$ cat src/rtl/imm_packer.sv
// rtl/imm_packer.sv - pipelined RISC-V immediate encoder with range check and delivery statistics
module imm_packer #(
    parameter int CNT_W = 16
) (
    input  logic             clk,
    input  logic             rst,
    input  logic             in_valid,
    output logic             in_ready,
    input  logic [2:0]       in_ImmSrc,
    input  logic [31:0]      in_imm,
    input  logic [31:0]      in_base,
    output logic             out_valid,
    input  logic             out_ready,
    output logic [31:0]      out_instr,
    output logic             out_err,
    input  logic             clr_err,
    output logic             err_sticky,
    output logic [CNT_W-1:0] ok_count,
    output logic [CNT_W-1:0] err_count
);

    // Same encoding the immediate extender uses for its format select.
    typedef enum logic [2:0] {
        SRC_I = 3'b000,
        SRC_S = 3'b001,
        SRC_B = 3'b010,
        SRC_U = 3'b011,
        SRC_J = 3'b100
    } imm_src_e;

    localparam logic [CNT_W-1:0] CNT_ONE = {{(CNT_W-1){1'b0}}, 1'b1};

    // Stage 1: raw request as accepted from the input port.
    logic        s1_valid;
    logic [2:0]  s1_src;
    logic [31:0] s1_imm;
    logic [31:0] s1_base;

    // Flow control.
    logic s2_advance;
    logic s1_advance;
    logic out_hs;

    // Packing results computed from stage 1.
    logic [31:0] pack_instr;
    logic        pack_err;

    // Representability of the immediate in each format's field.
    logic fits_12;
    logic fits_13;
    logic fits_21;
    logic low12_zero;
    logic even;

    // Stage 2 is free when empty or draining this cycle; stage 1 moves whenever stage 2 does.
    assign s2_advance = !out_valid || out_ready;
    assign s1_advance = !s1_valid || s2_advance;
    assign in_ready   = s1_advance;
    assign out_hs     = out_valid && out_ready;

    // An N-bit signed field holds the value iff every bit from N-1 upward equals the sign.
    assign fits_12    = (&s1_imm[31:11]) || !(|s1_imm[31:11]);
    assign fits_13    = (&s1_imm[31:12]) || !(|s1_imm[31:12]);
    assign fits_21    = (&s1_imm[31:20]) || !(|s1_imm[31:20]);
    assign low12_zero = !(|s1_imm[11:0]);
    assign even       = !s1_imm[0];

    // Scatter the immediate into format-specific positions; untouched bits come from base.
    always_comb begin
        pack_instr = s1_base;
        pack_err   = 1'b1;
        case (imm_src_e'(s1_src))
            SRC_I: begin
                pack_instr = {s1_imm[11:0], s1_base[19:0]};
                pack_err   = !fits_12;
            end
            SRC_S: begin
                pack_instr = {s1_imm[11:5], s1_base[24:12], s1_imm[4:0], s1_base[6:0]};
                pack_err   = !fits_12;
            end
            SRC_B: begin
                pack_instr = {s1_imm[12], s1_imm[10:5], s1_base[24:12],
                              s1_imm[4:1], s1_imm[11], s1_base[6:0]};
                pack_err   = !(fits_13 && even);
            end
            SRC_U: begin
                pack_instr = {s1_imm[31:12], s1_base[11:0]};
                pack_err   = !low12_zero;
            end
            SRC_J: begin
                pack_instr = {s1_imm[20], s1_imm[10:1], s1_imm[11],
                              s1_imm[19:12], s1_base[11:0]};
                pack_err   = !(fits_21 && even);
            end
            default: begin
                // Unknown format: pass base through untouched and flag it.
                pack_instr = s1_base;
                pack_err   = 1'b1;
            end
        endcase
    end

    // Stage 1 register: load a new request whenever the stage is allowed to move.
    always_ff @(posedge clk or posedge rst) begin
        if (rst) begin
            s1_valid <= 1'b0;
            s1_src   <= 3'b000;
            s1_imm   <= 32'h0;
            s1_base  <= 32'h0;
        end else if (s1_advance) begin
            s1_valid <= in_valid;
            if (in_valid) begin
                s1_src  <= in_ImmSrc;
                s1_imm  <= in_imm;
                s1_base <= in_base;
            end
        end
    end

    // Stage 2 register: hold the packed word stable while downstream stalls.
    always_ff @(posedge clk or posedge rst) begin
        if (rst) begin
            out_valid <= 1'b0;
            out_instr <= 32'h0;
            out_err   <= 1'b0;
        end else if (s2_advance) begin
            out_valid <= s1_valid;
            if (s1_valid) begin
                out_instr <= pack_instr;
                out_err   <= pack_err;
            end
        end
    end

    // Delivery counters, saturating at all-ones so long runs never wrap back to small values.
    always_ff @(posedge clk or posedge rst) begin
        if (rst) begin
            ok_count  <= '0;
            err_count <= '0;
        end else if (out_hs) begin
            if (out_err) begin
                if (!(&err_count)) begin
                    err_count <= err_count + CNT_ONE;
                end
            end else begin
                if (!(&ok_count)) begin
                    ok_count <= ok_count + CNT_ONE;
                end
            end
        end
    end

    // Sticky error flag; a delivered error in the same cycle as a clear keeps it set.
    always_ff @(posedge clk or posedge rst) begin
        if (rst) begin
            err_sticky <= 1'b0;
        end else if (out_hs && out_err) begin
            err_sticky <= 1'b1;
        end else if (clr_err) begin
            err_sticky <= 1'b0;
        end
    end

endmodule
$ cat config.mk
export PLATFORM = sky130hd
export DESIGN_NAME = imm_packer
export DESIGN_NICKNAME = d
export VERILOG_FILES = /design/src/rtl/imm_packer.sv
export SDC_FILE = /design/constraint.sdc
export NUM_CORES = 1
export LEC_CHECK = 0
export BUFFER_PORTS_ARGS = -buffer_cell sky130_fd_sc_hd__buf_4
export CORE_ASPECT_RATIO = 1.1
export CORE_UTILIZATION = 50
export DETAILED_ROUTE_END_ITERATION = 10
export PLACE_DENSITY = 0.75
export REMOVE_ABC_BUFFERS = 1
export SKIP_LAST_GASP = 1
export SYNTH_ARGS = -nofsm -noshare
export SYNTH_HDL_FRONTEND = slang
export SYNTH_SLANG_ARGS = --single-unit
$ cat constraint.sdc
create_clock -name clk -period 12.71 [get_ports clk]
set_input_delay 2.542 -clock clk [delete_from_list [all_inputs] [get_ports clk]]
set_output_delay 2.542 -clock clk [all_outputs]
set_load 0.05 [all_outputs]
==> reports/results.txt <==
final cell count without fillers: 808
fin worst setup slack: 7.073 ns
vias: 4419
placed cells: 776
share of post-route cells with drive strength above 1: 39.97%
maximum clock rate: 177.4 MHz
Final Hold Viols: 0
drt drc: 0
EDFF count, synth: 0
placed cell area: 7168 µm²
sw frac: 34.50%
Slew Limit Fails: 0
most used cell along the critical path: buf_4
Root Driver: clkbuf_16
CP delay by family, top: buffers and inverters
Max IR drop VDD: 0.1471 mV
Starting Density: 51.80%
P_int: 1000 µW
WL per Instance: 16.46 µm
# nets final: 719
Hold Path Class: reg -> reg
CTS H-tree lvls: 4
Logic pwr share: 28.5%
first-pass GRT wire length: 21.84 mm
WP buf/inv: 2
startpoint types: input port
slowest stage delay, CP: 0.23 ns
num rows: 41
status: finished, final reports clean
MaxCap Viol Count: 0
synthesized instance count: 505
crit path max fanout: 4
Fin Setup TNS: 0 ns
Reg area: 3378 µm²
CP Capture Type: output pin
Mean Syn Cell Area: 11.89 µm²
Num CTS Buffers: 17
number of global-route vias before repair: 4427
DP Worst Slack: 7.078 ns
crit path max-delay cell type: buf_4
Die ar.: 12450 µm²
Post-CTS Setup Inserts: 0
1st-iter DRT viols: 287
ANT cells: 0
FF+latch count, synth: 135
final WL: 13.30 mm
final instance area: 7791 µm²
PD cells: 196.0 nW/µm²
pin count of the biggest net entering global routing: 81
initial antenna violation count: 0
Clock Skews: 0.004760 ns
Crit Path Class: in -> out
switching power: 526.8 µW
Filler Cells Inserted: 921
Setup violations, final: 0
Final period util: 44.35%
Clk pwr share: 33.4%
footprint of the multi-input gates: 2494 µm²
most common cell after layout, fill and taps aside: buf_4
most frequent cells in the layout: buf_4 (143), dfrtp_1 (135), mux2_2 (77)
Critical Path RT: 10.17 ns
TritonCTS clock tree: built
asr flop ratio synth: 100.0%
HPWL after DPL: 9.052 mm
area grow syn2layout: 29.73%
total gr overflow: 0
Clk Latency, worst-skew pair: 0.41 ns
CTS resizes: 0
worst-margin pin slew: 1.122 ns
drt first pass iters: 4
IO Port Bufs: 139
RSZ-0062 raised after global routing: no
area of the core: 11590 µm²
CTS clk-pin slew, worst paths: 0.06 ns
Hold Buf Count CTS: 0
Clock Path Buffers: 2
I/O Pins: 140
post-layout min period: 5.637 ns
Routability Congestion: 0.8427
sequential share of power: 38.1%
total track usage: 22.78%
critical-path cell list: buf_4, nand3b_1, buf_4
Num Clock Sinks: 135
Pleak: 0.003494 µW
Die H: 116.9 µm
DR vias/cell: 5.469
post-route ant nets: 0
top_reg_cell synth: dfrtp_1
Final Core Density: 67.20%
synth unique cells: 42
Die X: 106.5 µm
register area share after synthesis: 56.25%
Rel. slew slack: 25.02%
Yosys warnings: 0
CP Data Arrival Time: 3.10 ns
synthesized area: 6006 µm²
[cell type report]
class	count	area share, %
sequential	135	43.36
multi-input combinational	340	32.01
timing repair buffer	143	13.78
clock buffer	20	5.733
tap	150	2.409
clock inverter	12	2.264
inverter	8	0.4497
[tightest hold or removal path, cell delays in order, from the launching register on]
cell and delay [ns]:
dfrtp_1 0.34, nand2_1 0.05, o21ai_0 0.06
[cell families after synthesis]
logic type | count (synthesis) | synth area share [%]
mux | 94 | 17.33
buf+inv | 30 | 2.313
flops | 135 | 56.25
compound gates | 72 | 7.042
fa+ha+maj | 2 | 0.4166
xor+xnor | 29 | 4.229
simple gates | 143 | 12.42
[path summary, 6_finish.rpt]
path	from	endpoint	slack [ns]	cells past startpoint
worst max register to register	s1_src[1]$_DFFE_PP0P_	out_instr[19]$_DFFE_PP0P_	9.71	4
max in group asynchronous	rst	s1_imm[16]$_DFFE_PP0P_	9.16	3
worst max-delay path	out_ready	in_ready	7.07	3
worst min register to register	out_instr[11]$_DFFE_PP0P_	out_instr[11]$_DFFE_PP0P_	0.49	2
worst min-delay path	out_instr[11]$_DFFE_PP0P_	out_instr[11]$_DFFE_PP0P_	0.49	2
min in group asynchronous	rst	ok_count[6]$_DFFE_PP0P_	2.17	2
[synth_stat cells (3+ instances only)]
cell | instances | share of area [%]
nor4_1 | 8 | 0.83
xor2_1 | 5 | 0.73
mux2_2 | 77 | 14
nand2b_1 | 5 | 0.52
and3_1 | 6 | 0.63
dfrtp_1 | 135 | 56
mux2i_1 | 14 | 2.3
clkbuf_1 | 5 | 0.31
a21oi_1 | 17 | 1.4
nor2_1 | 19 | 1.2
nand3b_1 | 3 | 0.37
buf_2 | 12 | 1.0
a31oi_1 | 4 | 0.42
o21ai_1 | 21 | 1.7
nand3_1 | 20 | 1.7
nor3_2 | 4 | 0.67
o21ai_0 | 9 | 0.75
xnor2_1 | 24 | 3.5
nor3_1 | 7 | 0.58
buf_4 | 3 | 0.37
inv_1 | 7 | 0.44
nand2_1 | 45 | 2.8
mux2_1 | 3 | 0.56
nor2b_1 | 5 | 0.52
o221ai_1 | 7 | 1.0
nand4_1 | 14 | 1.5
o22ai_1 | 6 | 0.63
[metal layers]
layer	GRT usage, %	vias up	wire length, µm	share of wire (%)
li1	-	2087	-	-
met1	28.22	2170	5604	42
met2	38.01	146	6636	50
met3	6.589	16	849	6.4
met4	9.041	0	211	1.6
met5	0	-	0	0
[metrics by stage]
step / hold WS, ns / total power [µW]
2_1_floorplan: 0.4714 / 878.2
3_3_place_gp: 0.4641 / 1012
3_5_place_dp: 0.4760 / 1025
4_1_cts: 0.4900 / 1539
5_1_grt: 0.5152 / 1596
6_report: 0.4874 / 1527
[power by group through the flow]
stage	Combinational, µW	Sequential [µW]	Clock [µW]
2_1_floorplan	145	734	0
3_3_place_gp	431	582	0
3_5_place_dp	437	588	0
4_1_cts	439	582	518
5_1_grt	464	595	537
6_report	435	582	509
[registers in the layout (all words and copies together) (netlist names)]
signal / cells
s1_imm: 32
out_err: 1
err_sticky: 1
ok_count: 16
out_instr: 32
s1_base: 32
s1_valid: 1
s1_src: 3
out_valid: 1
err_count: 16
Note: power is estimated with default switching activity, not from simulation.
